File: src/rtl/bcd_pkg.sv
`default_nettype none
// ---------------------------------------------------------------------------
// bcd_pkg : shared types and helpers for the sequential binary-to-BCD converter
// Revision: 1.0
// ---------------------------------------------------------------------------
package bcd_pkg;

  typedef enum logic [1:0] {
    IDLE  = 2'd0,
    SHIFT = 2'd1,
    DONE  = 2'd2
  } state_t;

  // Decimal digits of 2^bin_w - 1 (floor(bin_w*log10(2)) + 1); 2^n is never a power of ten.
  function automatic int min_digits(input int bin_w);
    longint scaled;
    scaled = longint'(bin_w) * 64'sd30103;
    return int'(scaled / 64'sd100000) + 1;
  endfunction

  function automatic int cnt_width(input int bin_w);
    return $clog2(bin_w + 1);
  endfunction

endpackage
`default_nettype wire

File: src/rtl/bcd_seq_converter_if.sv
`default_nettype none
// ---------------------------------------------------------------------------
// bcd_seq_converter_if : start/busy/done handshake plus value and BCD result
// Revision: 1.0
// ---------------------------------------------------------------------------
interface bcd_seq_converter_if #(
  parameter int BIN_W  = 32,
  parameter int DIGITS = 10
);
  logic                  start;
  logic [BIN_W-1:0]      bin;
  logic                  busy;
  logic                  done;
  logic [4*DIGITS-1:0]   bcd;

  modport master (output start, output bin, input busy, input done, input bcd);
  modport slave  (input start, input bin, output busy, output done, output bcd);
endinterface
`default_nettype wire

File: src/rtl/bcd_digit_adjust.sv
`default_nettype none
// ---------------------------------------------------------------------------
// bcd_digit_adjust : double-dabble digit correction, adds 3 to digits >= 5
// Revision: 1.0
// ---------------------------------------------------------------------------
module bcd_digit_adjust (
  input  wire logic [3:0] digit_in,
  output logic      [3:0] digit_out
);
  assign digit_out = (digit_in >= 4'd5) ? digit_in + 4'd3 : digit_in;
endmodule
`default_nettype wire

File: src/rtl/bcd_seq_converter.sv
`default_nettype none
// ---------------------------------------------------------------------------
// bcd_seq_converter : iterative shift-and-add-3 converter, one bit per cycle
// Revision: 1.0
// ---------------------------------------------------------------------------
module bcd_seq_converter
  import bcd_pkg::*;
#(
  parameter int BIN_W  = 32,
  parameter int DIGITS = 10
) (
  input wire logic            clk,
  input wire logic            reset,
  bcd_seq_converter_if.slave  bus
);

  localparam int c_cnt_w = cnt_width(BIN_W);

  generate
    if (DIGITS < min_digits(BIN_W)) begin : g_digits_check
      $error("bcd_seq_converter: DIGITS=%0d too small for BIN_W=%0d", DIGITS, BIN_W);
    end
  endgenerate

  state_t               r_state;
  state_t               w_state_next;
  logic [c_cnt_w-1:0]   r_cnt;
  logic [BIN_W-1:0]     r_bin_work;
  logic [4*DIGITS-1:0]  r_bcd_work;
  logic [4*DIGITS-1:0]  w_bcd_adj;
  logic [4*DIGITS-1:0]  r_bcd;
  logic                 r_done;
  logic                 w_load;
  logic                 w_shift;
  logic                 w_finish;
  logic                 w_busy;

  generate
    for (genvar i = 0; i < DIGITS; i++) begin : g_adj
      bcd_digit_adjust u_adj (
        .digit_in  (r_bcd_work[4*i +: 4]),
        .digit_out (w_bcd_adj[4*i +: 4])
      );
    end
  endgenerate

  always_ff @(posedge clk or negedge reset) begin
    if (!reset) r_state <= IDLE;
    else        r_state <= w_state_next;
  end

  always_comb begin
    w_state_next = r_state;
    w_load       = 1'b0;
    w_shift      = 1'b0;
    w_finish     = 1'b0;
    w_busy       = 1'b0;
    case (r_state)
      IDLE: begin
        if (bus.start) begin
          w_load       = 1'b1;
          w_state_next = SHIFT;
        end
      end
      SHIFT: begin
        w_busy  = 1'b1;
        w_shift = 1'b1;
        if (r_cnt == c_cnt_w'(1)) w_state_next = DONE;
      end
      DONE: begin
        w_finish     = 1'b1;
        w_state_next = IDLE;
      end
      default: w_state_next = IDLE;
    endcase
  end

  // done is registered so it rises on the same edge that publishes the new bcd.
  always_ff @(posedge clk or negedge reset) begin
    if (!reset) begin
      r_cnt      <= '0;
      r_bin_work <= '0;
      r_bcd_work <= '0;
      r_bcd      <= '0;
      r_done     <= 1'b0;
    end else begin
      r_done <= w_finish;
      if (w_load) begin
        r_bin_work <= bus.bin;
        r_bcd_work <= '0;
        r_cnt      <= c_cnt_w'(BIN_W);
      end else if (w_shift) begin
        {r_bcd_work, r_bin_work} <= {w_bcd_adj, r_bin_work} << 1;
        r_cnt                    <= r_cnt - c_cnt_w'(1);
      end
      if (w_finish) r_bcd <= r_bcd_work;
    end
  end

  assign bus.busy = w_busy;
  assign bus.done = r_done;
  assign bus.bcd  = r_bcd;

endmodule
`default_nettype wire

File: src/flat_wrapper.sv
// flat-port wrapper written by rule: the top's interface ports become plain ports
module bcd_seq_converter_flat import bcd_pkg::*;
#(
  parameter int BIN_W  = 32,
  parameter int DIGITS = 10
)
  (clk, reset, bus_start, bus_bin, bus_busy, bus_done, bus_bcd);
  bcd_seq_converter_if #(.BIN_W(BIN_W), .DIGITS(DIGITS)) bus_i ();
  input wire logic clk;
  input wire logic reset;
  input wire logic [$bits(bus_i.start)-1:0] bus_start;
  input wire logic [$bits(bus_i.bin)-1:0] bus_bin;
  output wire logic [$bits(bus_i.busy)-1:0] bus_busy;
  output wire logic [$bits(bus_i.done)-1:0] bus_done;
  output wire logic [$bits(bus_i.bcd)-1:0] bus_bcd;
  assign bus_i.start = bus_start;
  assign bus_i.bin = bus_bin;
  assign bus_busy = bus_i.busy;
  assign bus_done = bus_i.done;
  assign bus_bcd = bus_i.bcd;
  bcd_seq_converter #(.BIN_W(BIN_W), .DIGITS(DIGITS)) u_core (.clk(clk), .reset(reset), .bus(bus_i));
endmodule
File: config.mk
export PLATFORM = sky130hd
export DESIGN_NAME = bcd_seq_converter_flat
export DESIGN_NICKNAME = d
export VERILOG_FILES = /design/src/rtl/bcd_pkg.sv /design/src/rtl/bcd_seq_converter_if.sv /design/src/rtl/bcd_digit_adjust.sv /design/src/rtl/bcd_seq_converter.sv /design/src/flat_wrapper.sv
export SDC_FILE = /design/constraint.sdc
export NUM_CORES = 1
export LEC_CHECK = 0
export BUFFER_PORTS_ARGS = -buffer_cell sky130_fd_sc_hd__clkbuf_2
export CAP_MARGIN = 5
export CORE_UTILIZATION = 54
export CTS_BUF_LIST = sky130_fd_sc_hd__clkbuf_4
export DETAILED_ROUTE_END_ITERATION = 10
export GPL_ROUTABILITY_DRIVEN = 0
export PLACE_DENSITY = 0.79
export SYNTH_ARGS = -nofsm -noshare
export SYNTH_HDL_FRONTEND = slang
export SYNTH_SLANG_ARGS = --single-unit
File: constraint.sdc
create_clock -name clk -period 1.4 [get_ports clk]
set_input_delay 0.28 -clock clk [delete_from_list [all_inputs] [get_ports clk]]
set_output_delay 0.28 -clock clk [all_outputs]
set_load 0.03 [all_outputs]
==> results by group, run 1 <==
Yosys
  • Synth Flop Type: dfrtp_1
  • Syn Nets: 618
  • Synth Area in Simple Gates: 9.51%
  • Complex-gate fraction of the synthesized area: 25.1%
  • Adder-cell share of the synthesized area: 4.82%
  • Share of flip-flops with an asynchronous set or reset: 100%
  • Syn Area/Cell: around 10 sq um
  • Synth unique cells: 42
  • Gate count after technology mapping: about 560
  • Sequential fraction of the synthesis area: between 50 and 60%
  • Post-synth EDFFs: 0
  • Top cells by area, synth: dfrtp_1 53%, o21ai_0 6.8%, nand2_1 5.7%, ha_1 4.8%, a22oi_1 4.1%
  • Yosys top cell by area: dfrtp_1
  • Mux share of post-synthesis cell area: 0.350%
  • Mapped cell area: 5710 sq um
  • Yosys top cell area share: 53.0%
  • Synth Area in XOR/XNOR: 1.38%
  • Flops & latches, synth: about 120
  • YS warnings: 0
  • Largest family of logic cells by synthesized area: compound AO/OA/AOI/OAI gates

Placement
  • Buffers on Ports: 76
  • Cell Area, Placed: roughly 6600 sq um
  • DP Worst Slack: -0.113 ns
  • Placed cell count: 793
  • HPWL Detailed: 8930 um

Global routing
  • Vias in the first global route: 5218
  • Grt ovf: 0
  • Largest net degree at the start of global routing: 66
  • Initial antenna violation count: 1
  • GRT Util Overall: 28.5%
  • First-pass GRT wire length: ~25000 um

Clock network
  • Clock tree buffer depth: 2
  • Clock latency on the worst-skew pair: 0.56 ns
  • Total CTS buffers: 17
  • Root Buffer: clkbuf_4
  • CTS tree: yes
  • CTS clock-pin slew for the worst setup and hold paths: 0.12 ns
  • CTS Sinks: between 100 and 150
  • H-Tree Level Count: 4

Power and ir drop
  • Final Power: approximately 19000 uW
  • Leak: 0.00392 uW
  • P_int: 10900 uW
  • PD cells: between 2000 and 2500 nW/um^2
  • Switching power: just over 8000 uW
  • Sequential Power Share: 30.2%
  • Sw Ratio: between 40% and 50%
  • Share of power burned in combinational logic: approximately 55%
  • Peak supply drop: 0.927 mV
  • Clock Power Share: 14.4%

Setup path
  • Cells along the critical path: buf_4, buf_8, o21ba_4, bufbuf_16, o31ai_1, a32o_1
  • Crit path kind: flip-flop to flip-flop
  • Reg2reg path depth: 6
  • Crit path DAT: 2.08 ns
  • CP peak stage delay: 0.41 ns
  • Worst setup SP type: flip-flop
  • CP required: 1.83 ns
  • Critical path buffers and inverters: 3
  • CP max FO: 11
  • Crit end category: flip-flop
  • Worst path depth: 6
  • Cell family with most CP delay: buffers and inverters
  • Worst path slowest cell: dfrtp_1

Cells and area
  • Layout Nets: 801
  • Count of filler cells inserted in the layout: ~500
  • Post-Layout Cell Count: 894
  • Storage element area: 3030 sq um
  • Multi-input gate area: 2830 sq um
  • Core Util, Final: 82.4%
  • Layout area overhead: 48.2%
  • Design area: 8470 sq um
  • Layout cells sized above 1: 42.1%

Timing
  • Slew Limit Fails: 0
  • Hold_ws: -0.000559 ns
  • Final setup vio count: 109
  • Final hold viol count: 1
  • Worst Tran Pin Value: between 0.3 and 0.4 ns
  • Min Tclk post-route: 1.64 ns
  • Achievable Freq: 608 MHz
  • Final worst slack: -0.245 ns
  • RSZ-0062 raised after global routing: yes
  • Slew margin rel.: between 70% and 80%
  • Layout Skew: around 0.023 ns
  • Tcrit/Tclk final: 117%

Drt
  • Routed WL: ~21000 um
  • Residual DRC count: 0
  • DR WL/cell: 23.0 um
  • Vias/cell: 6.45
  • Initial DRC count: roughly 590
  • Via count: 5766
  • ANT nets after route: 0
  • TritonRoute pass-1 iters: 9

Floorplanning
  • Die area: 11000 sq um
  • Core outline area: 10300 sq um
  • Top-level port count: 77
  • Cell row count: 37
  • Initial core utilization: 55.6%
  • Die Span Y: between 100 and 150 um
  • Die X: 105 um

Run status
  • Failing checks: negative hold slack, negative setup slack
  • Outcome: finished with violations

Hold path
  • Hold depth: 3
  • Hold Crit Class: primary input to flip-flop

Flow run
  • Max-cap viol count: 0
==> synthesized netlist by cell type (2+ instances only) <==
master and instances:
dfrtp_1 121, nand2_1 86, o21ai_0 78, inv_1 43, a22oi_1 31, ha_1 22
o2111ai_1 20, nor2b_1 19, buf_2 17, clkbuf_1 16, a32o_1 10, o21a_1 10
o221ai_1 10, o31ai_1 10, a21oi_1 9, o311ai_1 9, o32ai_1 9, xnor2_1 9
o21ai_1 5, mux2i_1 2, nand2b_1 2, nor3b_1 2, o311ai_0 2
==> cells by family after synthesis <==
| group | count (synthesis) |
|---|---|
| AO/OA/AOI/OAI | 208 |
| flip-flops | 121 |
| AND/OR/NAND/NOR | 119 |
| buffers and inverters | 80 |
| adder cells (fa/ha/maj) | 22 |
| XOR/XNOR | 9 |
| multiplexers | 2 |
==> flip-flops by register name, indices dropped and copies added, names as in the netlist <==
register / count
u_core.r_bcd_work: 40
u_core.r_state: 2
u_core.r_bin_work: 32
u_core.r_cnt: 6
u_core.bus.done: 1
u_core.bus.bcd: 40
==> final cells by class <==
type / instances / area share (%)
Sequential cell: 121 / 35.8
Multi-Input combinational cell: 361 / 33.4
Timing Repair Buffer: 199 / 23.2
Clock inverter: 15 / 2.08
Tap cell: 136 / 2.01
Inverter: 44 / 1.98
Clock buffer: 17 / 1.51
Antenna cell: 1 / 0.0296
==> worst min-delay path: cells and delay by family <==
kind	cells	cell delay, ns
buffers and inverters	1	0.07
AO/OA/AOI/OAI	2	0.16
==> path summary, 6_finish.rpt <==
kind	startpoint	end	slack, ns
max in group asynchronous	reset	u_core.bus.done$_DFF_PN0_	0.64
setup reg to reg	u_core.r_state[0]$_DFFE_PN0P_	u_core.r_bcd_work[7]$_DFFE_PN0P_	-0.24
hold / removal	bus_bin[22]	u_core.r_bin_work[22]$_DFFE_PN0P_	-0.0006
min in group asynchronous	reset	u_core.bus.bcd[13]$_DFFE_PN0P_	0.15
setup / recovery	u_core.r_state[0]$_DFFE_PN0P_	u_core.r_bcd_work[7]$_DFFE_PN0P_	-0.24
hold reg to reg	u_core.r_bin_work[21]$_DFFE_PN0P_	u_core.r_bin_work[21]$_DFFE_PN0P_	0.50
==> placed cells by master (no fill, tap or decap), drive strengths merged, types with 11 or more instances in the layout <==
master   Yosys  final
a22oi       31     31
o311ai      11     11
o21ai       83     83
clkbuf      17     56
nor2b       20     20
inv         44     46
buf         19    156
nand2       86     86
ha          22     22
o2111ai     20     20
dfrtp      121    121
==> routing by layer <==
metal,vias to the layer above,global-route usage (%),wire length (um)
li1,2408,-,-
met1,2806,34.8,7270
met2,417,48.6,10300
met3,135,6.36,1700
met4,0,12.4,1360
met5,-,0,0
==> metrics by stage <==
step | hold WS, ns | setup TNS [ns]
CTS | 0.00230 | -4.10
finish | -0.000559 | -8.99
global route | 0.00802 | -14.37
detailed placement | 0.171 | -0.224
global placement | 0.171 | 0
floorplan | -0.0156 | 0
==> what timing repair did <==
item                                    in CTS  in global routing
gates cloned                                 4                  9
endpoints found under the setup margin      72                158
pin swaps                                    7                  2
hold buffers                                 2                  0
setup buffers                               18                 35
resized for setup                          101                177
endpoints found under the hold margin      122                  0
==> power groups by stage <==
stage	registers, uW	clock network [uW]	logic (uW)
floorplan	5770	0	4130
global placement	5440	0	6290
detailed placement	5530	0	6620
CTS	5470	2660	7910
global route	5820	2890	11100
finish	5750	2750	10600
Note: power is estimated with default switching activity, not from simulation.
==> inputs of run 2 (changes only) <==
--- a/config.mk
+++ b/config.mk
@@ -12,6 +12,7 @@
 export DETAILED_ROUTE_END_ITERATION = 10
 export GPL_ROUTABILITY_DRIVEN = 0
 export PLACE_DENSITY = 0.79
+export REMOVE_ABC_BUFFERS = 1
 export SYNTH_ARGS = -nofsm -noshare
 export SYNTH_HDL_FRONTEND = slang
 export SYNTH_SLANG_ARGS = --single-unit
==> run 2 against run 1 <==
Compared with the run above:
- the run ends with design-rule violations, negative setup slack left
- combinational power is 4% lower
- critical path type is now flip-flop to output port
- final area is 3.6% lower
- clock skew is 0.010 ns lower
==> results by group, run 2 (synthesized netlist as in run 1, its figures left out) <==
Cells and area
  • Core Util, Final: 79.4% (-2.9 points)
  • Antenna Cells: 0 (-1)
  • Count of filler cells inserted in the layout: 602 (+20%)
  • Layout area overhead: 42.9%
  • Layout Nets: 770 (-3.9%)
  • Layout cells sized above 1: 45.7% (+3.5 points)
  • Most common cell after layout, fill and taps aside: dfrtp_1
  • Most frequent cells in the layout: 120 x dfrtp_1, 72 x buf_4, 53 x nand2_1

Global routing
  • Vias in the first global route: 4826 (-7.5%)
  • Grt ovf: 0 (unchanged)
  • Largest net degree at the start of global routing: 82 (+24%)
  • Initial antenna violation count: 0 (-1)
  • First-pass GRT wire length: 22500 um (-9.6%)
  • GRT Util Overall: 25.8% (-2.7 points)

Placement
  • Buffers on Ports: 76 (unchanged)
  • HPWL Detailed: 8760 um (-1.9%)
  • DP Worst Slack: -0.0791 ns (+0.0341 ns)

Floorplanning
  • Die Span Y: 105 um (unchanged)
  • Die X: 105 um (unchanged)
  • Top-level port count: 77 (unchanged)
  • Core outline area: 10300 sq um (unchanged)
  • Cell row count: 37 (unchanged)
  • Initial core utilization: 55.6% (unchanged)
  • Die area: 11000 sq um (unchanged)

Timing
  • Tcrit/Tclk final: 112% (-5.5 points)
  • Final hold viol count: 0 (-1)
  • Min Tclk post-route: 1.57 ns (-0.0771 ns)
  • Slew Limit Fails: 0 (unchanged)
  • Slew margin rel.: 67.6% (-7.4 points)
  • Worst Tran Pin Value: 0.486 ns (+0.116 ns)
  • Final setup vio count: 65 (-40%)
  • Layout Skew: 0.0131 ns (-0.00996 ns)
  • Achievable Freq: 638 MHz (+4.9%)
  • RSZ-0062 raised after global routing: yes
  • Final worst slack: -0.168 ns (+0.0771 ns)

Drt
  • Via count: 5241 (-9.1%)
  • TritonRoute pass-1 iters: 10 (+1)
  • Residual DRC count: 2 (+2)
  • ANT nets after route: 0 (unchanged)
  • Initial DRC count: 390 (-33%)
  • Vias/cell: 6.09 (-5.6%)
  • Routed WL: 16800 um (-18%)
  • DR WL/cell: 19.5 um (-15%)

Run status
  • Failing checks: design-rule violations, negative setup slack
  • Outcome: finished with violations

Power and ir drop
  • Final Power: 18600 uW (-2.7%)
  • Switching power: 7850 uW (-4.1%)
  • Clock Power Share: 14.2% (-0.2 points)
  • Peak supply drop: 1.19 mV (+28%)
  • PD cells: 2270 nW/um^2 (+0.92%)
  • Share of power burned in combinational logic: 54.8% (-0.6 points)
  • P_int: 10700 uW (-1.6%)
  • Leak: 0.00397 uW (+1.4%)
  • Sequential Power Share: 31.0% (+0.8 points)
  • Sw Ratio: 42.3% (-0.61 points)

Clock network
  • Clock tree buffer depth: 2 (unchanged)
  • CTS clock-pin slew for the worst setup and hold paths: 0.12 ns (about the same)
  • CTS Sinks: 121 (unchanged)
  • CTS tree: yes
  • H-Tree Level Count: 4 (unchanged)
  • Total CTS buffers: 17 (unchanged)
  • Root Buffer: clkbuf_4
  • Clock latency on the worst-skew pair: 0.51 ns (-0.05 ns)

Setup path
  • Worst setup SP type: flip-flop
  • CP required: 1.12 ns (-0.71 ns)
  • Cell family with most CP delay: flip-flops
  • Crit path DAT: 1.29 ns (-0.79 ns)
  • CP max FO: 2 (-9)
  • Worst path slowest cell: dfrtp_1
  • Critical path buffers and inverters: 2 (-1)
  • CP peak stage delay: 0.40 ns (about the same)
  • Crit path kind: flip-flop to output port
  • Cells along the critical path: nand2b_4, inv_4, clkbuf_16
  • Crit end category: output port

Hold path
  • Hold Crit Class: primary input to flip-flop

Flow run
  • Max-cap viol count: 0 (unchanged)
## run 2: cell count changes in the layout (fill, tap and decap cells not counted), moves of 10 or more
cell / previous run / this run
buf_4: 96 / 72
o21ai_1: 29 / 17
buf_8: 28 / 3
nand2_2: 1 / 11
o21ai_2: 2 / 15
nand2_4: 0 / 22
clkbuf_2: 33 / 47
nand2_1: 85 / 53
## run 2: final cells by class
cell class / instances / area, sq um / share of cell area (%)
multi-input combinational: 360 / 3080 / 37.7
sequential: 121 / 3030 / 37.1
timing repair buffer: 169 / 1430 / 17.5
tap: 136 / 170 / 2.08
inverter: 44 / 168 / 2.05
clock inverter: 13 / 154 / 1.89
clock buffer: 18 / 135 / 1.66
## run 2: power groups by stage
stage / logic (uW) / clock network, uW / registers, uW
after global routing: 10800 / 2780 / 5840
after CTS: 7250 / 2590 / 5410
after detailed placement: 6590 / 0 / 5510
after global placement: 6230 / 0 / 5430
final: 10200 / 2640 / 5750
after floorplan: 3820 / 0 / 5870
## run 2: timing repair
action / in CTS / in global routing
hold buffers: 2 / 0
buffers inserted: 17 / 21
gates resized for setup: 27 / 270
endpoints found under the setup margin: 23 / 96
gates cloned: 1 / 5
hold endpoints to repair: 122 / 0
pin swaps: 5 / 46
## run 2: worst register-to-register path, stage by stage (launching register included)
cell      delay [ns]
dfrtp_2         0.46
buf_6           0.14
buf_8           0.13
o21bai_4        0.35
buf_12          0.22
nand2_4         0.06
o311ai_2        0.09
## run 2: path summary, 6_finish.rpt
path                                                start                           endpoint  slack, ns  cells past startpoint
min in group asynchronous                           reset  u_core.r_bcd_work[32]$_DFFE_PN0P_       0.33                      3
max in group asynchronous                           reset     u_core.bus.bcd[21]$_DFFE_PN0P_       0.67                      3
min                                           bus_bin[14]  u_core.r_bin_work[14]$_DFFE_PN0P_       0.05                      3
min reg2reg                u_core.bus.bcd[33]$_DFFE_PN0P_     u_core.bus.bcd[33]$_DFFE_PN0P_       0.49                      2
max                         u_core.r_state[1]$_DFFE_PN0P_                           bus_busy      -0.17                      3
max reg2reg                 u_core.r_state[0]$_DFFE_PN0P_  u_core.r_bcd_work[18]$_DFFE_PN0P_      -0.16                      6
## run 2: stage by stage
step / hold slack [ns] / cell area (sq um) / instances / setup TNS, ns
final: 0.0456 / 8160 / 861 / -4.99
after CTS: 0.0331 / 7090 / 835 / -0.466
after floorplan: -0.0156 / 5540 / 525 / -116.50
after detailed placement: 0.356 / 6540 / 784 / -0.305
after global routing: 0.0369 / 8160 / 861 / -6.73
after global placement: 0.356 / 6540 / 784 / 0
## run 2: layer usage
layer  track usage (%)  wire [um]  up-vias
met5                 0          0        -
met4              9.86        667        0
met3              5.36        889       58
met2              43.6       8760      225
met1              32.6       6490     2614
li1                  -          -     2344
